===== config.mk =====
export PLATFORM = sky130hd
export DESIGN_NAME = implication_scoreboard
export DESIGN_NICKNAME = d
export VERILOG_FILES = /design/src/rtl/implication_scoreboard_pkg.sv /design/src/rtl/implication_scoreboard_sat_counter.sv /design/src/rtl/implication_scoreboard.sv
export SDC_FILE = /design/constraint.sdc
export NUM_CORES = 1
export LEC_CHECK = 0
export CORE_MARGIN = 5
export CORE_UTILIZATION = 50
export DETAILED_ROUTE_END_ITERATION = 16
export GPL_TIMING_DRIVEN = 1
export PLACE_DENSITY = 0.81
export SYNTH_ARGS = -nofsm -noshare
export SYNTH_HDL_FRONTEND = slang
export SYNTH_SLANG_ARGS = --single-unit

===== constraint.sdc =====
create_clock -name clk -period 2.43 [get_ports clk]
set_input_delay 0.486 -clock clk [delete_from_list [all_inputs] [get_ports clk]]
set_output_delay 0.486 -clock clk [all_outputs]
set_load 0.02 [all_outputs]

===== src/rtl/implication_scoreboard_pkg.sv =====
// Shared definitions for the implication scoreboard: delay limit, per-attempt
// result encoding and a small popcount helper.
package implication_pkg;

    localparam int unsigned MAX_DELAY_LIMIT = 15;

    typedef enum logic [1:0] {
        RES_NONE,
        RES_PASS,
        RES_FAIL
    } result_e;

    function automatic logic [4:0] popcount16(input logic [15:0] v);
        logic [4:0] n;
        n = '0;
        for (int unsigned i = 0; i < 16; i++) begin
            n = n + 5'(v[i]);
        end
        return n;
    endfunction

endpackage


===== src/rtl/implication_scoreboard_sat_counter.sv =====
// Saturating statistics counter: adds a multi-bit increment each cycle and
// sticks at all-ones instead of wrapping.
module sat_counter #(
    parameter int unsigned W  = 16,
    parameter int unsigned IW = 1
) (
    input  logic          clk,
    input  logic          rst,
    input  logic          clear,
    input  logic [IW-1:0] inc,
    output logic [W-1:0]  cnt
);

    localparam int unsigned SW = ((W > IW) ? W : IW) + 1;

    logic [SW-1:0] sum;

    always_comb begin
        sum = SW'(cnt) + SW'(inc);
    end

    // Any bit above the counter width means the true sum exceeds all-ones.
    always_ff @(posedge clk or posedge rst) begin
        if (rst) begin
            cnt <= '0;
        end else if (clear) begin
            cnt <= '0;
        end else if (|sum[SW-1:W]) begin
            cnt <= '1;
        end else begin
            cnt <= sum[W-1:0];
        end
    end

endmodule


===== src/rtl/implication_scoreboard.sv =====
// Scores every attempt of "antecedent |-> ##[MIN_DELAY:MAX_DELAY] consequent"
// as pass, fail or vacuous, with registered pulses and saturating counters.
module implication_scoreboard
    import implication_pkg::*;
#(
    parameter int unsigned MIN_DELAY = 0,
    parameter int unsigned MAX_DELAY = 1,
    parameter int unsigned CNT_W     = 16
) (
    input  logic             clk,
    input  logic             rst,
    input  logic             clear,
    input  logic             antecedent,
    input  logic             consequent,
    output logic             pass_pulse,
    output logic             fail_pulse,
    output logic             fail_sticky,
    output logic [4:0]       pending,
    output logic [CNT_W-1:0] attempt_cnt,
    output logic [CNT_W-1:0] pass_cnt,
    output logic [CNT_W-1:0] fail_cnt,
    output logic [CNT_W-1:0] vacuous_cnt
);

    if (MIN_DELAY > MAX_DELAY || MAX_DELAY > MAX_DELAY_LIMIT || CNT_W == 0) begin : g_bad_params
        $error("implication_scoreboard: need MIN_DELAY <= MAX_DELAY <= 15 and CNT_W > 0");
    end

    function automatic logic [15:0] range_mask(input int unsigned lo, input int unsigned hi);
        logic [15:0] m;
        for (int unsigned i = 0; i < 16; i++) begin
            m[i] = (i >= lo) && (i <= hi);
        end
        return m;
    endfunction

    function automatic logic [15:0] below_mask(input int unsigned hi);
        logic [15:0] m;
        for (int unsigned i = 0; i < 16; i++) begin
            m[i] = (i < hi);
        end
        return m;
    endfunction

    localparam logic [15:0] WINDOW = range_mask(MIN_DELAY, MAX_DELAY);
    localparam logic [15:0] KEEP   = below_mask(MAX_DELAY);

    // pend_q[k] = unresolved attempt started k cycles ago; age 0 is never stored.
    logic [15:1] pend_q;
    logic [15:0] attempts;
    logic [15:0] passed;
    logic [15:0] surv;
    logic        fail;
    result_e     res [16];

    always_comb begin
        attempts = {pend_q, antecedent};
        passed   = '0;
        surv     = '0;
        fail     = 1'b0;
        for (int unsigned k = 0; k < 16; k++) begin
            res[k] = RES_NONE;
            if (attempts[k] && WINDOW[k] && consequent) begin
                res[k] = RES_PASS;
            end else if (attempts[k] && k == MAX_DELAY) begin
                res[k] = RES_FAIL;
            end
            passed[k] = (res[k] == RES_PASS);
            if (res[k] == RES_FAIL) begin
                fail = 1'b1;
            end
            surv[k] = attempts[k] && (res[k] == RES_NONE) && KEEP[k];
        end
    end

    // Surviving attempts age by one; surv[15] is always 0 since MAX_DELAY <= 15.
    always_ff @(posedge clk or posedge rst) begin
        if (rst) begin
            pend_q      <= '0;
            pass_pulse  <= 1'b0;
            fail_pulse  <= 1'b0;
            fail_sticky <= 1'b0;
            pending     <= '0;
        end else if (clear) begin
            pend_q      <= '0;
            pass_pulse  <= 1'b0;
            fail_pulse  <= 1'b0;
            fail_sticky <= 1'b0;
            pending     <= '0;
        end else begin
            pend_q      <= surv[14:0];
            pass_pulse  <= |passed;
            fail_pulse  <= fail;
            fail_sticky <= fail_sticky | fail;
            pending     <= popcount16(surv);
        end
    end

    logic       no_attempt;
    logic [4:0] pass_inc;

    always_comb begin
        no_attempt = !antecedent;
        pass_inc   = popcount16(passed);
    end

    sat_counter #(.W(CNT_W), .IW(1)) u_attempt_cnt (
        .clk   (clk),
        .rst   (rst),
        .clear (clear),
        .inc   (antecedent),
        .cnt   (attempt_cnt)
    );

    sat_counter #(.W(CNT_W), .IW(5)) u_pass_cnt (
        .clk   (clk),
        .rst   (rst),
        .clear (clear),
        .inc   (pass_inc),
        .cnt   (pass_cnt)
    );

    sat_counter #(.W(CNT_W), .IW(1)) u_fail_cnt (
        .clk   (clk),
        .rst   (rst),
        .clear (clear),
        .inc   (fail),
        .cnt   (fail_cnt)
    );

    sat_counter #(.W(CNT_W), .IW(1)) u_vacuous_cnt (
        .clk   (clk),
        .rst   (rst),
        .clear (clear),
        .inc   (no_attempt),
        .cnt   (vacuous_cnt)
    );

endmodule


==> metrics.yaml <==
clk_latency_ns: 0.34
crit_type: "in -> reg"
viasPerCell: 5.639
die_height_um: 92.72
io_pins: 77
design_area_um2: 4562
synth-edff-count: 0
pwr-share-seq_pct: 56.1
cell_internal_pwr_mw: 1.559
post-route-min-period_ns: 2.319
rsz0062_at_grt: "no"
hold_ws_ns: 0.4439
setup_ws_ns: 0.1107
track_usage_pct: 19.54
p_clk_share_pct: 37.0
skew_ns: 0.008529
ant_nets: 0
synth_flop_cell: "dfrtp_1"
grt-ovfl-total: 0
drive_gt1_share_pct: 12.47
avgSynthCellArea_um2: 9.915
drtIter0Drc: 123
fp.dieW_um: 92.72
p_leak_nw: 1.860
reg2reg_depth: 8
power_switching_mw: 0.5041
worstPathMaxFanout: 3
combPwrFrac_pct: 6.9
routed_wl_um: 8132
cts_tree: "done"
antenna_found_initial: 0
status: "finished, final reports clean"
required_ns: 2.64
n_antenna_cell: 0
area_growth_pct: 33.36
wl_per_cell_um: 15.37
cts_root_buf: "clkbuf_8"
switching_share_pct: 24.44
rows: 30
io_buffers: 72
synthCells: 345
p_total_mw: 2.063
hold_violations: 0
worstHoldPathType: "in -> async"
clock_path_buffers: 2
place_area_um2: 4407
period_share_pct: 95.45
die_area_um2: 8596
place_hpwl_um: 5924
yosys-top-cells-area: "dfrtp_1 (50%), xnor2_1 (8.2%), a21oi_1 (8.0%)"
yosysMostFrequentCell: "dfrtp_1"
report.final.slew_viol_count: 0
synth_top_area_share_pct: 49.74
clkSinkCount: 68
synth.cells.most_frequent: "dfrtp_1 (68), a21oi_1 (55), xnor2_1 (32)"
cts.reportedPaths.clkPinSlew_ns: 0.07
fin_setup_tns_ns: 0
setup_viol: 0
cp.arrival_ns: 2.53
initial_core_util_pct: 50.91
powerDensity_nw_per_um2: 452.2
via_count: 2983
ys_ff_latch: 68
place_ws_ns: -0.2472
drc: 0
drv_cap: 0
synth_warnings: 0
grt_max_degree: 28
cp-end-kind: "flip-flop"
ir_drop_mv: 0.3671
core_area_um2: 6719
cts_hold_buffers: 0
fin_nets: 458
cp-start-kind: "primary input"
seq_area_frac_synth_pct: 49.74
yosysUniqueCellTypes: 36
syn_area_um2: 3421
cts_buffers: 9
dr.pass1.iters: 4
async_reset_ff_share_pct: 100.0
first_global_vias: 2874
gp_congestion: 0.8552
yosysTopAreaCell: "dfrtp_1"
htreeDepth: 3
grt_pass1_wl_um: 13590
clock.fmax_mhz: 431.2
[worst max-delay path, stage by stage]
cell,delay (ns)
clkdlybuf4s50_1,0.46
buf_4,0.16
and2_1,0.17
fa_1,0.41
ha_1,0.22
nand3_1,0.16
buf_4,0.16
nor3_1,0.06
xnor2_1,0.16
a21oi_1,0.09
[power groups by stage]
| stage | sequential, mW | clock, mW | combinational, mW |
|---|---|---|---|
| global placement | 1.18 | 0 | 0.141 |
| floorplan | 1.19 | 0 | 0.0682 |
| CTS | 1.16 | 0.775 | 0.145 |
| detailed placement | 1.18 | 0 | 0.144 |
| finish | 1.16 | 0.764 | 0.143 |
| global route | 1.16 | 0.830 | 0.160 |
[stage by stage]
step	cells	utilization [%]
CTS	529	67.82
detailed placement	514	65.59
global route	529	67.90
floorplan	348	-
global placement	514	65.59
finish	529	67.90
[logic make-up after synthesis]
kind of cell,synth area share [%]
xor gates and xnor gates,10.50
other,0.1096
DFF,49.74
and+or+nand+nor,19.61
buffers and inverters,4.609
muxes,0.8779
adders and majority gates,3.145
AOI/OAI and AO/OA,11.41
[registers in the layout, summed over array words and instances (netlist names)]
| signal | count |
|---|---|
| u_fail_cnt.cnt | 16 |
| u_attempt_cnt.cnt | 16 |
| u_vacuous_cnt.cnt | 16 |
| pass_pulse | 1 |
| fail_sticky | 1 |
| u_pass_cnt.cnt | 16 |
| pending | 1 |
| fail_pulse | 1 |
[metal layers]
layer	track usage (%)	routed length, µm	part of all wire [%]
met1	26.35	3446	42
met4	8.303	167	2.1
met3	3.818	329	4.0
met2	30.82	4188	52
met5	0	0	0
[timing repair]
| item | 4_1_cts | 5_1_grt |
|---|---|---|
| setup buffers | 0 | 0 |
| endpoints found under the setup margin | 0 | 1 |
| gates resized for setup | 0 | 1 |
[placed cells by master (no fill, tap or decap), types with 12 or more instances in the layout]
cell | netlist | routed
a21oi_1 | 55 | 55
buf_4 | 4 | 31
clkdlybuf4s50_1 | 0 | 71
dfrtp_1 | 68 | 68
inv_1 | 17 | 16
nand2_1 | 12 | 12
nand3_1 | 16 | 16
nand4_1 | 19 | 19
nor2_1 | 24 | 24
nor3_1 | 15 | 14
xnor2_1 | 32 | 32
[final timing paths]
| kind | from | slack [ns] | endpoint |
|---|---|---|---|
| min | rst | 0.44 | u_vacuous_cnt.cnt[11] |
| min in group clk | fail_sticky | 0.51 | fail_sticky |
| max | consequent | 0.11 | u_pass_cnt.cnt[10] |
| min reg2reg | fail_sticky | 0.51 | fail_sticky |
| max reg2reg | pending[0] | 0.34 | u_fail_cnt.cnt[0] |
| max in group asynchronous | rst | 1.43 | u_vacuous_cnt.cnt[9] |
[final cells by class]
class / instances / area, µm²
fillers: 544 / 2157
flip-flops and latches: 68 / 1702
multi-input cells: 245 / 1578
repair buffers: 104 / 968.4
clock buffers: 12 / 135.1
well taps: 80 / 100.1
inverters: 17 / 63.81
clock inverters: 3 / 15.01
(Power assumes the default switching activity.)
